`src/rtl/seq_mult_pkg.sv`:
```
// Shared types and constants for the seq_mult shift-add multiplier.
package seq_mult_pkg;

    typedef enum logic [1:0] {
        ST_IDLE = 2'd0,
        ST_BUSY = 2'd1,
        ST_DONE = 2'd2
    } state_e;

    localparam int DEFAULT_WIDTH = 4;
    localparam int CNT_W         = $clog2(DEFAULT_WIDTH);

    // Step-counter width for an arbitrary operand width (never below 1 bit).
    function automatic int cnt_w(input int width);
        return ($clog2(width) < 1) ? 1 : $clog2(width);
    endfunction

endpackage

```
`src/rtl/seq_mult_dp.sv`:
```
// Datapath for seq_mult: operand magnitudes, add-shift accumulator and signed result fix-up.
module seq_mult_dp
    import seq_mult_pkg::*;
#(
    parameter int WIDTH = DEFAULT_WIDTH
) (
    input  logic               clk_i,
    input  logic               rst_i,
    input  logic               load_i,
    input  logic               step_i,
    input  logic               finish_i,
    input  logic [WIDTH-1:0]   a_i,
    input  logic [WIDTH-1:0]   b_i,
    input  logic               signed_i,
    output logic [2*WIDTH-1:0] c_o,
    output logic               mplier_last_o
);

    logic [2*WIDTH-1:0] acc_q, acc_d;
    logic [2*WIDTH-1:0] mcand_q, mcand_d;
    logic [WIDTH-1:0]   mplier_q, mplier_d;
    logic               neg_q, neg_d;
    logic [2*WIDTH-1:0] c_q, c_d;

    logic [WIDTH-1:0]   a_mag;
    logic [WIDTH-1:0]   b_mag;
    logic [2*WIDTH-1:0] acc_sum;

    // The most-negative operand negates to itself, which read as unsigned is 2^(WIDTH-1).
    assign a_mag   = (signed_i && a_i[WIDTH-1]) ? (~a_i + 1'b1) : a_i;
    assign b_mag   = (signed_i && b_i[WIDTH-1]) ? (~b_i + 1'b1) : b_i;
    assign acc_sum = acc_q + (mplier_q[0] ? mcand_q : '0);

    // True when the multiplier will be empty after this cycle's shift.
    assign mplier_last_o = (mplier_q[WIDTH-1:1] == '0);

    always_comb begin
        acc_d    = acc_q;
        mcand_d  = mcand_q;
        mplier_d = mplier_q;
        neg_d    = neg_q;
        c_d      = c_q;
        if (load_i) begin
            acc_d    = '0;
            mcand_d  = {{WIDTH{1'b0}}, a_mag};
            mplier_d = b_mag;
            neg_d    = signed_i & (a_i[WIDTH-1] ^ b_i[WIDTH-1]);
        end else if (step_i) begin
            acc_d    = acc_sum;
            mcand_d  = mcand_q << 1;
            mplier_d = mplier_q >> 1;
        end
        if (finish_i) begin
            c_d = neg_q ? (~acc_sum + 1'b1) : acc_sum;
        end
    end

    always_ff @(posedge clk_i) begin
        if (rst_i) begin
            acc_q    <= '0;
            mcand_q  <= '0;
            mplier_q <= '0;
            neg_q    <= 1'b0;
            c_q      <= '0;
        end else begin
            acc_q    <= acc_d;
            mcand_q  <= mcand_d;
            mplier_q <= mplier_d;
            neg_q    <= neg_d;
            c_q      <= c_d;
        end
    end

    assign c_o = c_q;

endmodule

```
`src/rtl/seq_mult.sv`:
```
// Sequential shift-add multiplier with valid/ready handshakes and signed/unsigned mode.
// Optional early termination when the multiplier runs out of set bits: SEQ_MULT_EARLY_TERM_EN.
module seq_mult
    import seq_mult_pkg::*;
#(
    parameter int WIDTH = DEFAULT_WIDTH
) (
    input  logic               clk_i,
    input  logic               rst_i,
    input  logic               in_valid_i,
    output logic               in_ready_o,
    input  logic [WIDTH-1:0]   a_i,
    input  logic [WIDTH-1:0]   b_i,
    input  logic               signed_i,
    output logic               out_valid_o,
    input  logic               out_ready_i,
    output logic [2*WIDTH-1:0] c_o
);

    localparam int CW = cnt_w(WIDTH);
    localparam logic [CW-1:0] LAST_CNT = CW'(WIDTH - 1);

    state_e          state_q, state_d;
    logic [CW-1:0]   count_q, count_d;
    logic            load;
    logic            step;
    logic            finish;
    logic            early_done;
    logic            mplier_last;

`ifdef SEQ_MULT_EARLY_TERM_EN
    assign early_done = mplier_last;
`else
    logic unused_mplier_last;
    assign unused_mplier_last = mplier_last;
    assign early_done         = 1'b0;
`endif

    always_comb begin
        state_d     = state_q;
        count_d     = count_q;
        load        = 1'b0;
        step        = 1'b0;
        finish      = 1'b0;
        in_ready_o  = 1'b0;
        out_valid_o = 1'b0;
        unique case (state_q)
            ST_IDLE: begin
                in_ready_o = 1'b1;
                if (in_valid_i) begin
                    load    = 1'b1;
                    count_d = '0;
                    state_d = ST_BUSY;
                end
            end
            ST_BUSY: begin
                step    = 1'b1;
                count_d = count_q + 1'b1;
                if (count_q == LAST_CNT || early_done) begin
                    finish  = 1'b1;
                    state_d = ST_DONE;
                end
            end
            ST_DONE: begin
                out_valid_o = 1'b1;
                if (out_ready_i) begin
                    state_d = ST_IDLE;
                end
            end
            default: begin
                state_d = ST_IDLE;
            end
        endcase
    end

    always_ff @(posedge clk_i) begin
        if (rst_i) begin
            state_q <= ST_IDLE;
            count_q <= '0;
        end else begin
            state_q <= state_d;
            count_q <= count_d;
        end
    end

    seq_mult_dp #(
        .WIDTH(WIDTH)
    ) u_dp (
        .clk_i         (clk_i),
        .rst_i         (rst_i),
        .load_i        (load),
        .step_i        (step),
        .finish_i      (finish),
        .a_i           (a_i),
        .b_i           (b_i),
        .signed_i      (signed_i),
        .c_o           (c_o),
        .mplier_last_o (mplier_last)
    );

endmodule

```
`config.mk`:
```
export PLATFORM = sky130hd
export DESIGN_NAME = seq_mult
export DESIGN_NICKNAME = d
export VERILOG_FILES = /design/src/rtl/seq_mult_pkg.sv /design/src/rtl/seq_mult_dp.sv /design/src/rtl/seq_mult.sv
export SDC_FILE = /design/constraint.sdc
export NUM_CORES = 1
export LEC_CHECK = 0
export CORE_ASPECT_RATIO = 1.75
export CORE_MARGIN = 5
export CORE_UTILIZATION = 45
export DETAILED_ROUTE_END_ITERATION = 8
export PLACE_DENSITY = 0.76
export SLEW_MARGIN = 10
export SYNTH_ARGS = -nofsm -noshare
export SYNTH_HDL_FRONTEND = slang
export SYNTH_HIERARCHICAL = 1
export SYNTH_SLANG_ARGS = --single-unit
```
`constraint.sdc`:
```
create_clock -name clk_i -period 2.5 [get_ports clk_i]
set_input_delay 0.5 -clock clk_i [delete_from_list [all_inputs] [get_ports clk_i]]
set_output_delay 0.5 -clock clk_i [all_outputs]
set_load 0.01 [all_outputs]
```
==> impl_results.md, run 1 <==
- Pins Over Slew Limit: 0
- Failing checks: negative setup slack
- Antenna Cells: 0
- Worst setup margin: -12.2 ps
- Post-Syn Area: 0.00192 mm²
- DRC viols: 0
- WHS Endpoint: u_dp/c_o[5]
- Logic gate share of total power: 13.3%
- Pwr dens: 479 mW/mm²
- Pint: 865 µW
- Vias/cell: 5.49
- Final Instance Count excl. Fillers: 295
- Clk sink count: 33
- Fin nets: 270
- Unrepaired setup endpoints after global routing: true
- Slew @ Worst Pin: 618 ps
- Layout cells sized above 1: 15.4%
- Final instance area: 0.00239 mm²
- R2r startpoint: u_dp/mplier_q[0]
- Congestion Overflow GR: 0
- GP Congestion: 0.863
- Clock Power Share: 38.4%
- Total GRT Usage: 15.0%
- Syn nets: 242
- FP Rows: 31
- DP Wirelength: 2.97 mm
- Final period util: 100%
- Final setup fails: 1
- CP Launch Type: register
- Die width: 59.4 µm
- Post-layout min period: 2510 ps
- CTS tree: yes
- DRT antenna net count: 0
- Max_cap viols: 0
- Syn Inst Count: 217
- Number of global-route vias before repair: 1,586
- Worst-path clk slew: 70 ps
- Hold_sp: u_dp/c_o[5]
- Sequential power share: 48.4%
- Sw frac: 24.6%
- Clock Latency Late Sink: 280 ps
- Clock Tree Root: clkbuf_8
- Arrival time worst endpoint: 2720 ps
- Skew final: 2.84 ps
- Hold_buf cts: 0
- CP endpoint kind: register
- Post-route core utilization: 57.6%
- Pre-CTS WS: 2.78 ps
- Clock Path Buffers: 2
- Wirelength per Cell: 13.4 µm
- Vias: 1,619
- GR peak layer: met2
- Worst Hold Class: reg2reg
- Die Height: 96.4 µm
- Setup Crit Path Kind: reg2reg
- Reg2reg end: u_dp/c_o[7]
- Placed cell count: 285
- Leak: 0.000952 µW
- Initial Utilization: 46.2%
- I/O Pins: 23
- Met1 Track Usage GR: 14.4%
- Initial antenna violation count: 0
- Met3 track demand over resource: 3.19%
- Hold depth: 2
- Total Routed Length: 3.94 mm
- Met2 Use GR: 28.3%
- Global-route wire length before repair: 6.59 mm
- Status: finished with violations
- CP Data Required Time: 2710 ps
- R2R setup slack: -10 ps
- Die area: 0.00572 mm²
- Psw: 282 µW
- YS warnings: 6
- Core ar.: 0.00415 mm²
- Peak supply drop: 0.380 mV
- TritonCTS Buffers: 5
- Highest Clock Rate: 0.398 GHz
- Avg Cell Area, Syn: 8.84 µm²
- Placed Area: 0.00222 mm²
- Worst reg2reg path depth: 9
- Layout area overhead: 24.6%
- Final Hold Fails: 0
- Iter 0 DRT Violations: 31
- CP max FO: 3
- Rel. slew slack: 58.8%
- Largest net degree at the start of global routing: 30
- H-tree levels: 2
- First drt pass iteration count: 4
- I/O Buffers: 22
[power groups by stage]
stage	sequential (µW)	combinational [µW]	clock [µW]
floorplan	562	97.0	0
global placement	565	146	0
detailed placement	566	148	0
CTS	554	149	452
global route	557	167	472
finish	555	152	440
[final cells by class]
cell class / count / area (µm²)
multi-input combinational: 165 / 1240
inverter: 9 / 33.8
sequential: 33 / 663
fill: 382 / 1760
clock buffer: 7 / 96.3
tap: 49 / 61.3
timing repair buffer: 31 / 288
clock inverter: 1 / 5.00
[state kept, by name, indices dropped and copies added (netlist names)]
name and count:
count_q 2, state_q 2, u_dp/neg_q 1, u_dp/c_o 8, u_dp/mplier_q 4, u_dp/acc_q 8
u_dp/mcand_q 8
[metal layers]
layer / wire length [µm] / vias to the layer above
met4: 138 / 0
met2: 2150 / 32
met1: 1520 / 751
li1: - / 827
met3: 142 / 9
met5: 0 / -
[layout by cell type (no fill, tap or decap), types with 3 or more instances in the layout]
cell type / n
a21oi_1: 4
a211oi_1: 13
xnor2_1: 4
mux2i_1: 14
dfxtp_1: 31
nand2_1: 8
inv_1: 9
or3_1: 3
and2_1: 7
o21ai_0: 3
a311oi_1: 4
nor2b_1: 8
ha_1: 9
clkbuf_8: 7
xor2_1: 5
and3_1: 3
clkdlybuf4s50_1: 22
nand3_1: 4
buf_4: 9
nor2_1: 28
nand2b_1: 8
[critical path, stage by stage, from the launching register on]
cell	delay [ps]
dfxtp_2	320
and2_4	150
ha_4	160
fa_2	370
a211o_1	350
a21oi_2	210
o221ai_2	150
o31ai_2	270
or3b_1	380
o221ai_2	70
[worst max-delay path by stage]
stage | slack [ps] | cells after the start | end | from
6_report | -10 | 9 | u_dp/c_o[7] | u_dp/mplier_q[0]
5_1_grt | -110 | 9 | u_dp/c_o[7] | u_dp/mplier_q[0]
4_1_cts | 40 | 9 | u_dp/c_o[7] | u_dp/mcand_q[0]
3_5_place_dp | 3 | 9 | u_dp/c_o[7] | u_dp/mcand_q[0]
3_3_place_gp | 70 | 9 | u_dp/c_o[7] | u_dp/mcand_q[0]
2_1_floorplan | 90 | 9 | u_dp/c_o[7] | u_dp/mplier_q[0]
[repair_timing]
action,in CTS,in global routing
setup buffers,0,2
endpoints found under the setup margin,2,3
resized for setup,1,13
pin swaps,0,11
[through the flow]
| stage | setup TNS [ps] | hold WS (ps) | power [µW] |
|---|---|---|---|
| CTS | 0 | 487 | 1160 |
| floorplan | 0 | 455 | 659 |
| detailed placement | 0 | 477 | 714 |
| finish | -12.2 | 482 | 1150 |
| global route | -108 | 518 | 1200 |
| global placement | 0 | 470 | 710 |
Note: power is estimated with default switching activity, not from simulation.
==> run 2: changes to the inputs <==
CORE_MARGIN = not set   (was 5)
==> impl_results.md, run 2 (same netlist as run 1, synthesis figures left out) <==
- Worst-path clk slew: 70 ps
- I/O Buffers: 22
- Reg area: 663 µm²
- Arrival time worst endpoint: 2770 ps
- Worst path max stage delay: 420 ps
- Leak: 0.000989 µW
- Logic gate share of total power: 11.9%
- Pwr dens: 529 mW/mm²
- Critical path's most frequent cell: o221ai_2
- Failing checks: negative setup slack
- First drt pass iteration count: 4
- Layout area overhead: 28.7%
- Clock Power Share: 45.7%
- Max_cap viols: 0
- GP Congestion: 0.835
- Congestion Overflow GR: 0
- Fin nets: 273
- Worst hold-check slack: 494 ps
- Pint: 1010 µW
- Sequential power share: 42.4%
- Sw frac: 22.4%
- Met1 Track Usage GR: 18.1%
- GR peak layer: met2
- Met3 track demand over resource: 3.95%
- CTS tree: yes
- Fin Setup TNS: -53.0 ps
- Final Hold Fails: 0
- DP Wirelength: 2.96 mm
- Wirelength per Cell: 13.9 µm
- Worst reg2reg path depth: 9
- CP max stage cell: or3b_4
- Initial Utilization: 46.7%
- Highest Clock Rate: 0.392 GHz
- CP endpoint kind: register
- Multi-input combinational cell area: 0.00127 mm²
- Psw: 292 µW
- Clock Latency Late Sink: 290 ps
- Final period util: 102%
- Commonest non-fill, non-tap cell in the layout: dfxtp_1
- Met2 Use GR: 36.8%
- CP Launch Type: register
- Vias: 1,657
- Clk sink count: 33
- Hold depth: 2
- Worst setup margin: -53.0 ps
- Fillcell total: 373
- Largest net degree at the start of global routing: 30
- I/O Pins: 23
- Rel. slew slack: 57.8%
- Most frequent cells in the layout: dfxtp_1 (31), nor2_1 (29), clkdlybuf4s50_1 (22), mux2i_1 (14)
- Number of global-route vias before repair: 1,492
- Cells along the critical path: and2_4 > ha_4 > fa_2 > a211o_1 > a21oi_2 > o221ai_2 > o31ai_2 > or3b_4 > o221ai_2
- Global-route wire length before repair: 6.47 mm
- Vias/cell: 5.56
- Layout cells sized above 1: 17.3%
- Initial antenna violation count: 0
- Status: finished with violations
- Die Height: 88.4 µm
- Post-layout min period: 2550 ps
- Antenna Cells: 0
- TritonCTS Buffers: 5
- FP Rows: 31
- Total GRT Usage: 18.9%
- DRT antenna net count: 0
- Peak supply drop: 0.452 mV
- Pins Over Slew Limit: 0
- Clock Tree Root: clkbuf_8
- H-tree levels: 2
- CP Data Required Time: 2710 ps
- Worst Hold Class: reg2reg
- CP max FO: 3
- Clock Path Buffers: 2
- Unrepaired setup endpoints after global routing: true
- Iter 0 DRT Violations: 27
- Die width: 51.4 µm
- Skew final: 3.22 ps
- Total Routed Length: 4.15 mm
- DRC viols: 0
- Final setup fails: 1
- Die area: 0.00454 mm²
- Slew @ Worst Pin: 633 ps
- Setup Crit Path Kind: reg2reg
- Core ar.: 0.00411 mm²
-- run 2: path summary, 6_finish.rpt --
check	startpoint	slack, ps	to
worst min register to register	count_q[1]	490	count_q[1]
worst max register to register	u_dp/mcand_q[0]	-50	u_dp/c_o[7]
worst max-delay path	u_dp/mcand_q[0]	-50	u_dp/c_o[7]
worst min-delay path	count_q[1]	490	count_q[1]
-- run 2: cell type report --
cell class / count / share of cell area (%)
multi-input combinational: 165 / 51.3
sequential: 33 / 26.8
timing repair buffer: 34 / 12.6
clock buffer: 5 / 2.79
clock inverter: 3 / 2.63
tap: 49 / 2.48
inverter: 9 / 1.37
-- run 2: timing repair --
item | CTS | global route
buffers inserted | 0 | 3
endpoints found under the setup margin | 3 | 3
hold buffers | 0 | 0
resized for setup | 2 | 15
pin swaps | 1 | 8
-- run 2: metal layers --
layer / share of wire (%) / wire length, µm
met5: 0 / 0
met3: 2.3 / 94
met2: 57 / 2350
met4: 2.7 / 110
met1: 38 / 1590
-- run 2: worst max-delay path, delay by kind of cell (launching register included) --
family,cells,cell delay [ps]
compound gates,5,1060
fa+ha+maj,2,530
flops,1,320
simple gates,2,570
-- run 2: through the flow --
stage / instances / cell area, µm² / utilization [%] / worst slack [ps] / total power [µW]
finish: 298 / 2470 / 60.1 / -53.0 / 1310
global route: 298 / 2470 / 60.1 / -137 / 1360
CTS: 295 / 2370 / 57.8 / 13.0 / 1310
detailed placement: 287 / 2230 / 54.3 / -29.7 / 714
global placement: 287 / 2230 / 54.3 / 40.6 / 711
floorplan: 217 / 1920 / - / 93.5 / 659
-- run 2: power by group through the flow --
stage          logic, µW  registers (µW)  clock network [µW]
3_5_place_dp         149             565                   0
6_report             155             554                 597
5_1_grt              172             556                 634
2_1_floorplan       97.0             562                   0
3_3_place_gp         146             564                   0
4_1_cts              150             553                 602
